--- src/rtl/io_store_buffer.sv ---
// io_store_buffer: store-side memory-mapped I/O block.
// Decodes CPU stores into the I/O window and merges them into the output registers
// (LEDR, LEDG, HEXL, HEXH, LCD) with byte/half/word lane masking.
// Every accepted LCD write starts an enable strobe sequence: LCD_PULSE cycles high,
// then LCD_HOLD idle cycles. Further LCD stores stall until the sequence ends.
// Optional feature macro: STORE_MISALIGN_TRAP_EN (drop misaligned half/word stores
// and flag them on o_st_misalign instead of forcing them to alignment).
module io_store_buffer #(
  parameter logic [15:0] IO_BASE   = 16'h1000,
  parameter int          LCD_PULSE = 4,
  parameter int          LCD_HOLD  = 2
) (
  input  logic        i_clk,
  input  logic        i_reset,
  input  logic        i_st_en,
  input  logic [31:0] i_st_addr,
  input  logic [31:0] i_st_data,
  input  logic [1:0]  i_st_size,
  input  logic        f_io_valid,
  output logic        o_st_stall,
  output logic        o_st_ack,
  output logic        o_st_misalign,
  output logic [31:0] b_io_ledr,
  output logic [31:0] b_io_ledg,
  output logic [31:0] b_io_hexl,
  output logic [31:0] b_io_hexh,
  output logic [31:0] b_io_lcd,
  output logic        o_lcd_en
);

  localparam int CW = 8;

  typedef enum logic [1:0] {IDLE, PULSE, HOLD} lcd_state_e;

  lcd_state_e    state_q, state_d;
  logic [CW-1:0] cnt_q, cnt_d;
  logic          lcd_en_q;
  logic          ack_q;
  logic          misalign_q;
  logic [31:0]   io_q [0:4];

  logic          in_win;
  logic [3:0]    sel;
  logic          is_lcd;
  logic          accept;
  logic          drop;
  logic          wr_go;
  logic          lcd_go;
  logic [3:0]    lane_en;
  logic [31:0]   lane_data;

  // Address bits inside a register page carry no meaning here.
  logic          unused_addr;
  assign unused_addr = ^i_st_addr[11:2];

  assign in_win     = f_io_valid && (i_st_addr[31:16] == IO_BASE);
  assign sel        = i_st_addr[15:12];
  assign is_lcd     = in_win && (sel == 4'd4);
  assign o_st_stall = i_st_en && is_lcd && (state_q != IDLE);
  assign accept     = i_st_en && !o_st_stall;

`ifdef STORE_MISALIGN_TRAP_EN
  assign drop = ((i_st_size == 2'b01) && i_st_addr[0]) ||
                (i_st_size[1] && (i_st_addr[1:0] != 2'b00));
`else
  // Misaligned half/word stores are forced to alignment: the lane mask below
  // simply ignores the low address bits for those sizes.
  assign drop = 1'b0;
`endif

  assign wr_go  = accept && in_win && !drop;
  assign lcd_go = accept && is_lcd && !drop;

  // Lane enables and lane-replicated write data for the store size.
  always_comb begin
    lane_en   = 4'b1111;
    lane_data = i_st_data;
    case (i_st_size)
      2'b00: begin
        lane_en   = 4'b0001 << i_st_addr[1:0];
        lane_data = {4{i_st_data[7:0]}};
      end
      2'b01: begin
        lane_en   = i_st_addr[1] ? 4'b1100 : 4'b0011;
        lane_data = {2{i_st_data[15:0]}};
      end
      default: begin
        lane_en   = 4'b1111;
        lane_data = i_st_data;
      end
    endcase
  end

  // Output registers: masked byte-lane merge into the selected register.
  always_ff @(posedge i_clk) begin
    for (int r = 0; r < 5; r++) begin
      if (!i_reset) begin
        io_q[r] <= '0;
      end else if (wr_go && (sel == 4'(r))) begin
        for (int l = 0; l < 4; l++) begin
          if (lane_en[l]) io_q[r][8*l +: 8] <= lane_data[8*l +: 8];
        end
      end
    end
  end

  // LCD strobe sequencer: next state and counter.
  always_comb begin
    state_d = state_q;
    cnt_d   = cnt_q;
    case (state_q)
      IDLE: begin
        if (lcd_go) begin
          state_d = PULSE;
          cnt_d   = CW'(LCD_PULSE - 1);
        end
      end
      PULSE: begin
        if (cnt_q == '0) begin
          if (LCD_HOLD == 0) begin
            state_d = IDLE;
          end else begin
            state_d = HOLD;
            cnt_d   = CW'(LCD_HOLD - 1);
          end
        end else begin
          cnt_d = cnt_q - 1'b1;
        end
      end
      HOLD: begin
        if (cnt_q == '0) state_d = IDLE;
        else             cnt_d   = cnt_q - 1'b1;
      end
      default: state_d = IDLE;
    endcase
  end

  // Sequencer state, registered strobe and the one-cycle handshake pulses.
  always_ff @(posedge i_clk) begin
    if (!i_reset) begin
      state_q    <= IDLE;
      cnt_q      <= '0;
      lcd_en_q   <= 1'b0;
      ack_q      <= 1'b0;
      misalign_q <= 1'b0;
    end else begin
      state_q    <= state_d;
      cnt_q      <= cnt_d;
      lcd_en_q   <= (state_d == PULSE);
      ack_q      <= accept;
      misalign_q <= accept && drop;
    end
  end

  assign o_st_ack  = ack_q;
  assign o_lcd_en  = lcd_en_q;
  assign b_io_ledr = io_q[0];
  assign b_io_ledg = io_q[1];
  assign b_io_hexl = io_q[2];
  assign b_io_hexh = io_q[3];
  assign b_io_lcd  = io_q[4];

`ifdef STORE_MISALIGN_TRAP_EN
  assign o_st_misalign = misalign_q;
`else
  assign o_st_misalign = 1'b0;
  logic unused_misalign;
  assign unused_misalign = misalign_q;
`endif

endmodule
--- config.mk ---
export PLATFORM = sky130hd
export DESIGN_NAME = io_store_buffer
export DESIGN_NICKNAME = d
export VERILOG_FILES = /design/src/rtl/io_store_buffer.sv
export SDC_FILE = /design/constraint.sdc
export NUM_CORES = 1
export LEC_CHECK = 0
export CAP_MARGIN = 20
export CORE_UTILIZATION = 40
export CTS_CLUSTER_DIAMETER = 200
export DETAILED_ROUTE_END_ITERATION = 7
export PLACE_DENSITY = 0.71
export SLEW_MARGIN = 40
export SYNTH_ARGS = -nofsm -noshare
export SYNTH_HDL_FRONTEND = slang
export SYNTH_SLANG_ARGS = --single-unit
--- constraint.sdc ---
create_clock -name i_clk -period 6 [get_ports i_clk]
set_clock_uncertainty 0.2 [all_clocks]
set_input_delay 0.6 -clock i_clk [delete_from_list [all_inputs] [get_ports i_clk]]
set_output_delay 0.6 -clock i_clk [all_outputs]
set_load 0.02 [all_outputs]
### After elaboration in Yosys (flattened, before gate mapping)

Memory sizes are Yosys's and may differ from the RTL's.
Index checks and enable logic that the tools add are counted.

| word-level totals | value |
|---|---|
| bits in writable memories | 160 |
| memories | 1 |
| register bits | 12 |
| output and inout bits | 164 |
| logic and storage cells | 154 |
| bits of input ports | 70 |

Memories:

| name | words | bits a word | read ports | clocked after memory_dff | write ports | RTL line | RTL |
|---|---|---|---|---|---|---|---|
| io_q | 5 | 32 | 5 | 0 | 5 | 40 | `logic [31:0] io_q [0:4];` |

| cells by class | value |
|---|---|
| add/subtract/negate cells | 1 |
| equal/unequal tests | 11 |
| reductions and logical operators | 20 |
| bitwise gates (word level) | 20 |
| muxes and demuxes | 96 |
| shifts and indexed selects | 1 |

Operators with widths:

| kind | count |
|---|---|
| 8-bit 2-to-1 mux | 23 |
| 1-bit 2-to-1 mux | 65 |
| 32-bit case mux with 2 select lines | 1 |
| 8-bit case mux with 3 select lines | 1 |
| 1-bit bitwise OR | 20 |
| 16-bit by 13-bit equality test with 1-bit output (second input constant) | 1 |
| 1-bit logical AND | 12 |
| 4-bit by 2-bit equality test with 1-bit output (second input constant) | 2 |
| 8-bit logical NOT | 1 |
| 4-bit case mux with 2 select lines | 1 |
| 8-bit by 1-bit subtractor with 8-bit output (second input constant) | 1 |
| 2-bit by 1-bit equality test with 1-bit output (second input constant) | 3 |
| 2-bit 2-to-1 mux | 3 |
| 2-bit case mux with 3 select lines | 1 |
| 4-bit by 1-bit equality test with 1-bit output (second input constant) | 1 |
| 4-bit by 3-bit equality test with 1-bit output (second input constant) | 1 |
| 2-bit logical NOT | 2 |
| 4-bit logical NOT | 1 |
| 4-bit 2-to-1 mux | 1 |
| 2-bit != test (second input constant) | 2 |
| 1-bit by 2-bit << shifter with 4-bit output (first input constant) | 1 |
| 3-bit AND reduction | 1 |
| 3-bit nonzero test | 1 |
| 2-bit equality test (second input constant) | 1 |
| 2 further kinds | 2 |

### Logic depth before layout (Yosys ltp)

Gate-level depths: netlist of run 1.

| depth | value |
|---|---|
| word-level depth | 13 |
| gate-level depth with buffers | 7 |
| depth with buffers taken out | 7 |

### Least setup slack after synthesis of run 1

OpenSTA, ideal clock, no wires.

| timing | value |
|---|---|
| path kind | input to register |
| from | input port i_st_addr[25] |
| to | memory io_q[3][0] (enable) |
| data arrival time | 2.603 ns |
| setup time | 0.384 ns |
| required time | 5.416 ns |
| setup slack | 2.813 ns |
| buffers on the path | 1 |
| stages | 6 |
| cells stage by stage | or4b_4 > nor4_4 > and4_1 > buf_2 > nand2_1 > o21ai_0 |

RTL lines:

| element | RTL line | RTL |
|---|---|---|
| start: declaration | 16 | `input logic [31:0] i_st_addr,` |
| end: declaration | 40 |  |

### Worst setup path in the final report of run 1

| timing | value |
|---|---|
| from | input port i_st_addr[25] |
| to | output port o_st_stall |

| on the way | value |
|---|---|
| word-level cells in the longest chain between the ends | 5 |

RTL lines:

| element | RTL line | RTL |
|---|---|---|
| 16-bit by 13-bit equality test with 1-bit output | 56 | `assign in_win = f_io_valid && (i_st_addr[31:16] == IO_BASE);` |
| 1-bit logical AND | 56 |  |
| 1-bit logical AND | 58 | `assign is_lcd = in_win && (sel == 4'd4);` |
| 1-bit logical AND (2 in series) | 59 | `assign o_st_stall = i_st_en && is_lcd && (state_q != IDLE);` |
| end: declaration | 20 | `output logic o_st_stall,` |

No other way between the ends.

==> results.yml, run 1 <==
final_layout:
  finalInstanceArea_um2: 10000
  drive_above_1_share_pct: 5.15
  layout.nets: 840
  area_delta_synth_final_pct: 43.2
  instances_no_fill: 1002
  diodes: 0
  count_of_filler_cells_inserted_in_the_layout: 1384
cts:
  cts_tree: "built"
  clk_pin_slew_worst_paths_ps: 60
  clock_tree.buffer_depth: 2
  cts_htree_levels: 4
  ctsResizeCount: 0
  cts_made_buffers: 17
  cts_hold_repair.buffers: 0
  clock_insertion_delay_at_the_later_pin_of_the_skew_report_ps: 420
  post-cts-setup-buffer-count: 0
  clock_tree.root_cell: "sky130_fd_sc_hd__clkbuf_16"
  clock_sink_count: 172
power:
  combinationalPowerShare_pct: 11.1
  power-per-cell-area_nw_per_um2: 275
  switching_share_pct: 23.7
  clock_power_share_pct: 38.9
  cellLeakagePower_nw: 3.62
  total_power_mw: 2.76
  p_int_mw: 2.10
  vdd.ir_drop.worst_v: 0.000196
  power.net_switching_mw: 0.652
  p_seq_share_pct: 49.9
detailed_routing:
  antenna_violating_nets_post_route: 0
  detail_route.iter0.violations: 516
  post_drt_via_cell_ratio: 5.17
  post-route-drc-count: 0
  wirelength_um: 19200
  dr.pass1.iters: 4
  via_count: 5178
  drt-wirelength-per-cell_um: 19.2
die:
  initial_utilization_pct: 40.8
  die-width_um: 134
  floorplan.die.height_um: 134
  pin_count: 234
  design.die.area_um2: 18000
  rows: 48
  core_area_um2: 17200
setup_path:
  setup.worst_path.class: "primary input to output port"
  timing.critical_path.fanout_max: 8
  critical_path.reg2reg.startpoint: "state_q[1]"
  end_kind: "output port"
  critical_path.startpoint_type: "primary input"
  r2r-end: "io_q[4][3]"
  required_ps: 5200
  critPathLaunch: "i_st_addr[25]"
  timing.reg2reg.setup_slack_ps: 3410
  cp_data_arrival_time_ps: 2910
  worst_r2r_path_depth: 4
timing:
  fmax_mhz: 269
  hold_violations: 0
  fin_ws_ps: 2290
  finalSetupViolations: 0
  grt_setup_unrepaired: "false"
  maxSlewHeadroom_pct: 45.9
  timing_worst_slew_pin_value_ps: 808
  final_min_period_over_clock_period_pct: 61.9
  tns_ps: 0
  final-max-slew-violation-count: 0
  fin_crit_ps: 3710
synthesis:
  synth_top_area_share_pct: 68.6
  synth.net_count: 616
  yosysSeqAreaShare_pct: 72.1
  synth_enable_flop_cells: 160
  area_contributors_post_synth: "sky130_fd_sc_hd__edfxtp_1 (69%), sky130_fd_sc_hd__nor2_1 (7.9%), sky130_fd_sc_hd__and2_1 (3.6%)"
  synth.distinct_cells: 41
  synthFlopType: "sky130_fd_sc_hd__edfxtp_1"
  yosys_register_bits: 172
  synth_area_leader_cell: "sky130_fd_sc_hd__edfxtp_1"
  post_synthesis_area_per_instance_um2: 13.0
  asr_flop_ratio_synth_pct: 0
  synthMostInstantiatedCell: "sky130_fd_sc_hd__edfxtp_1"
  netlist_top_cells_count: "sky130_fd_sc_hd__edfxtp_1 (160), sky130_fd_sc_hd__nor2_1 (147), sky130_fd_sc_hd__and2_1 (40)"
  synth-warning-count: 0
  synth_cells: 540
  mappedNetlistArea_um2: 7000
hold_path:
  hp-start: "cnt_q[7]"
  min_to: "cnt_q[7]"
  holdPathStages: 1
  hold_path_class: "flip-flop to flip-flop"
flow_run:
  drv_cap: 0
place:
  place_ws_ps: 1910
  place.port_buffers: 222
  finalWeightedCongestion: 0.813
  post_dp_cell_area_um2: 9450
  hpwl_after_detailed_placement_um: 14100
  placed_cells_incl_taps: 970
global_route:
  grt_pass1_wl_um: 28200
  grt_start_max_net_pins: 31
  grt_antenna_before_repair: 0
  groute.usage.overall_pct: 21.4
  number_of_global_route_vias_before_repair: 4991
  aggregate_global_routing_overflow: 0
outcome:
  outcome: "finished, final reports clean"
-- cell type report --
cell class | count | area [um2] | share of cell area [%]
Tap cell | 225 | 282 | 2.81
Multi-Input combinational cell | 339 | 1860 | 18.5
Clock buffer | 18 | 429 | 4.28
Sequential cell | 172 | 5040 | 50.3
Inverter | 10 | 37.5 | 0.374
Clock inverter | 14 | 144 | 1.43
Timing Repair Buffer | 224 | 2240 | 22.3
-- worst max path at each step --
stage	end	slack, ps
finish	o_st_stall	2290
global route	o_st_stall	2160
CTS	o_st_stall	2280
detailed placement	io_q[2][31]	1910
global placement	io_q[2][4]	1750
floorplan	io_q[3][0]	2810
-- power groups by stage --
| stage | clock (mW) | sequential, mW | combinational, mW |
|---|---|---|---|
| finish | 1.07 | 1.38 | 0.307 |
| global placement | 0 | 1.40 | 0.302 |
| global route | 1.13 | 1.38 | 0.322 |
| detailed placement | 0 | 1.40 | 0.307 |
| floorplan | 0 | 1.47 | 0.0581 |
| CTS | 1.08 | 1.38 | 0.308 |
-- cells by family (layout without fill, tap and decap cells) --
kind of cell	Yosys count	in the layout	share of synthesized area [%]
mux	24	24	3.43
compound gates	64	64	5.31
fa+ha+maj	6	6	1.07
other cells	1	1	0.0536
flops	172	172	72.1
buf+inv	29	266	1.64
simple gates	244	244	16.4
-- state kept, by name (all words and copies together), names as in the netlist --
register / cells
io_q: 160
cnt_q: 8
state_q: 2
o_lcd_en: 1
o_st_ack: 1
-- per-stage QoR --
step	hold slack (ps)	util, %
floorplan	255	-
finish	324	58.4
CTS	302	58.4
global route	335	58.4
global placement	277	55.0
detailed placement	291	55.0
-- layer usage --
metal / vias to the layer above / share of wire (%) / GRT usage [%]
li1: 2378 / - / -
met1: 2521 / 43 / 28.6
met2: 258 / 49 / 35.0
met3: 21 / 6.9 / 4.91
met4: 0 / 1.5 / 5.68
met5: - / 0 / 0
-- placed cells by master (no fill, tap or decap), types with 7 or more instances in the layout --
cell,netlist,routed
sky130_fd_sc_hd__clkdlybuf4s50_1,0,222
sky130_fd_sc_hd__nor2_1,147,147
sky130_fd_sc_hd__mux2i_1,24,24
sky130_fd_sc_hd__o21ai_1,0,20
sky130_fd_sc_hd__nand3_1,9,9
sky130_fd_sc_hd__nand2_1,11,11
sky130_fd_sc_hd__clkbuf_16,0,17
sky130_fd_sc_hd__inv_1,10,10
sky130_fd_sc_hd__and2_1,40,40
sky130_fd_sc_hd__nand2b_1,13,13
sky130_fd_sc_hd__o21ai_0,27,7
sky130_fd_sc_hd__edfxtp_1,160,160
sky130_fd_sc_hd__a21oi_1,20,20
sky130_fd_sc_hd__dfxtp_1,12,12
-- critical path, cell delays in order --
cell                              delay (ps)
sky130_fd_sc_hd__clkdlybuf4s50_1         410
sky130_fd_sc_hd__or4b_4                  550
sky130_fd_sc_hd__nor4_4                  450
sky130_fd_sc_hd__nand3_1                 130
sky130_fd_sc_hd__nor2_1                  160
sky130_fd_sc_hd__clkdlybuf4s50_1         630
Power figures use the tool's default switching activity.
==> run 2, diff against run 1 <==
==> constraint.sdc (replaced) <==
create_clock -name i_clk -period 3.48 [get_ports i_clk]
set_clock_uncertainty 0.2 [all_clocks]
set_input_delay 0.348 -clock i_clk [delete_from_list [all_inputs] [get_ports i_clk]]
set_output_delay 0.348 -clock i_clk [all_outputs]
set_load 0.02 [all_outputs]
==> run 2 against run 1 <==
Effect of this change: hold slack lost 19 ps; worst setup slack got worse by 1800 ps; combinational power is 79% higher; register-to-register slack got worse by 2200 ps; final cell count is 3.7% higher; global-route usage up 0.071 points; flip-flop and latch count unchanged; wire length decreased by 1.1%; critical path depth stayed put; power rose by 69%; first-iteration DRC count shrank 30%; critical endpoint unchanged; highest routed layer unchanged.
==> results.yml, run 2 (synthesis gave the netlist of run 1 again) <==
outcome:
  outcome: "finished, final reports clean"
cts:
  cts_htree_levels: 4
  cts_tree: "built"
  ctsResizeCount: 0
  post-cts-setup-buffer-count: 0
  clock_insertion_delay_at_the_later_pin_of_the_skew_report_ps: 420
  clock_tree.buffer_depth: 2
  cts_made_buffers: 17
  clock_tree.root_cell: "sky130_fd_sc_hd__clkbuf_16"
  clock_sink_count: 172
  clk_pin_slew_worst_paths_ps: 60
  cts_hold_repair.buffers: 0
die:
  design.die.area_um2: 18000
  floorplan.die.height_um: 134
  initial_utilization_pct: 40.8
  rows: 48
  core_area_um2: 17200
  die-width_um: 134
  pin_count: 234
place:
  finalWeightedCongestion: 0.843
  place.port_buffers: 222
  placed_cells_incl_taps: 1007
  post_dp_cell_area_um2: 9720
  hpwl_after_detailed_placement_um: 14200
final_layout:
  instances_no_fill: 1039
  mostFrequentLayoutCells: "sky130_fd_sc_hd__clkdlybuf4s50_1 (222), sky130_fd_sc_hd__edfxtp_1 (160), sky130_fd_sc_hd__nor2_1 (147)"
  leading_cell_type_in_the_layout_fill_and_taps_excluded: "sky130_fd_sc_hd__clkdlybuf4s50_1"
  largest_registers: "io_q x160, cnt_q x8, state_q x2"
  largest_register_ffs: 160
  area_delta_synth_final_pct: 46.6
  drive_above_1_share_pct: 8.60
  regArea_um2: 5040
  finalInstanceArea_um2: 10300
  count_of_filler_cells_inserted_in_the_layout: 1365
  layout.nets: 877
  postLayoutCoreUtil_pct: 59.7
  registers.top_by_ff_count: "io_q"
  total_area_of_multi_input_combinational_cells_um2: 1850
  diodes: 0
timing:
  grt_setup_unrepaired: "false"
  timing_worst_slew_pin_value_ps: 716
  fin_crit_ps: 3000
  final_min_period_over_clock_period_pct: 86.1
  maxSlewHeadroom_pct: 51.9
  hold_violations: 0
  final-max-slew-violation-count: 0
  tns_ps: 0
  finalSetupViolations: 0
  fmax_mhz: 334
detailed_routing:
  wirelength_um: 19000
  via_count: 5255
  post-route-drc-count: 0
  detail_route.iter0.violations: 362
  post_drt_via_cell_ratio: 5.06
  antenna_violating_nets_post_route: 0
  dr.pass1.iters: 5
  drt-wirelength-per-cell_um: 18.3
setup_path:
  cp_data_arrival_time_ps: 2450
  path_cells: "clkdlybuf4s50_1 -> or4b_4 -> nor4_4 -> nand3_1 -> nor2_1 -> clkdlybuf4s50_1"
  cp.buffers_inverters: 2
  critical_path.most_common_cell: "sky130_fd_sc_hd__clkdlybuf4s50_1"
  critical_path.startpoint_type: "primary input"
  required_ps: 2930
  category_of_cells_accounting_for_the_largest_share_of_critical_path_delay: "simple AND/OR/NAND/NOR gates"
  setup.worst_path.class: "primary input to output port"
  critPathSlowestCell: "sky130_fd_sc_hd__clkdlybuf4s50_1"
  worst_r2r_path_depth: 7
  timing.reg2reg.setup_slack_ps: 1200
  critical_path.max_stage_delay_ps: 630
  end_kind: "output port"
  critical_path_depth: 6
  timing.critical_path.fanout_max: 3
global_route:
  grt_antenna_before_repair: 0
  grt_pass1_wl_um: 28400
  aggregate_global_routing_overflow: 0
  groute.usage.overall_pct: 21.4
  number_of_global_route_vias_before_repair: 5163
  grt_start_max_net_pins: 29
power:
  vdd.ir_drop.worst_v: 0.000326
  power-per-cell-area_nw_per_um2: 453
  cellLeakagePower_nw: 3.76
flow_run:
  drv_cap: 0
hold_path:
  hold_path_class: "primary input to flip-flop"
  holdPathStages: 3
==> run 2: changes by cell type in the layout (fill, tap and decap cells not counted), sizes merged <==
cell	change
clkinv	+1
clkbuf	+1
bufinv	-1
inv	-3
buf	+37
clkinvlp	+2
==> run 2: worst register-to-register path, delay by kind of cell (launching register included) <==
family          cells  cell delay (ps)
compound gates      3              680
flops               1              320
simple gates        2              680
buf+inv             1              120
fa+ha+maj           1              170
==> run 2: cell type report <==
class	instances	share of cell area (%)
clock buffers	19	4.22
inverters	10	0.366
clock inverters	13	0.988
multi-input cells	339	18.0
flip-flops and latches	172	49.2
well taps	225	2.74
repair buffers	261	24.5
==> run 2: per-layer routing <==
metal	GRT usage, %	up-vias	routed length, um
li1	-	2452	-
met1	27.6	2521	7840
met2	34.5	245	9200
met3	4.91	37	1460
met4	9.68	0	534
met5	0	-	0
==> run 2: path summary, 6_finish.rpt <==
kind,from,end
max,i_st_addr[25],o_st_stall
min,i_st_en,o_st_ack
max reg2reg,cnt_q[0],cnt_q[0]
min reg2reg,cnt_q[7],cnt_q[7]
==> run 2: metrics by stage <==
stage | power [mW] | hold WS [ps] | setup slack (ps)
floorplan | 2.63 | 255 | 545
detailed placement | 2.97 | 285 | 413
finish | 4.65 | 305 | 484
global route | 4.77 | 343 | 406
global placement | 2.96 | 275 | 442
CTS | 4.67 | 296 | 466
==> run 2: power breakdown <==
group | leakage [nW] | switching, mW | internal (mW) | total (mW)
logic | 1.86 | 0.302 | 0.249 | 0.551
clock network | 0.247 | 0.758 | 0.972 | 1.73
registers | 1.66 | 0.0319 | 2.34 | 2.37
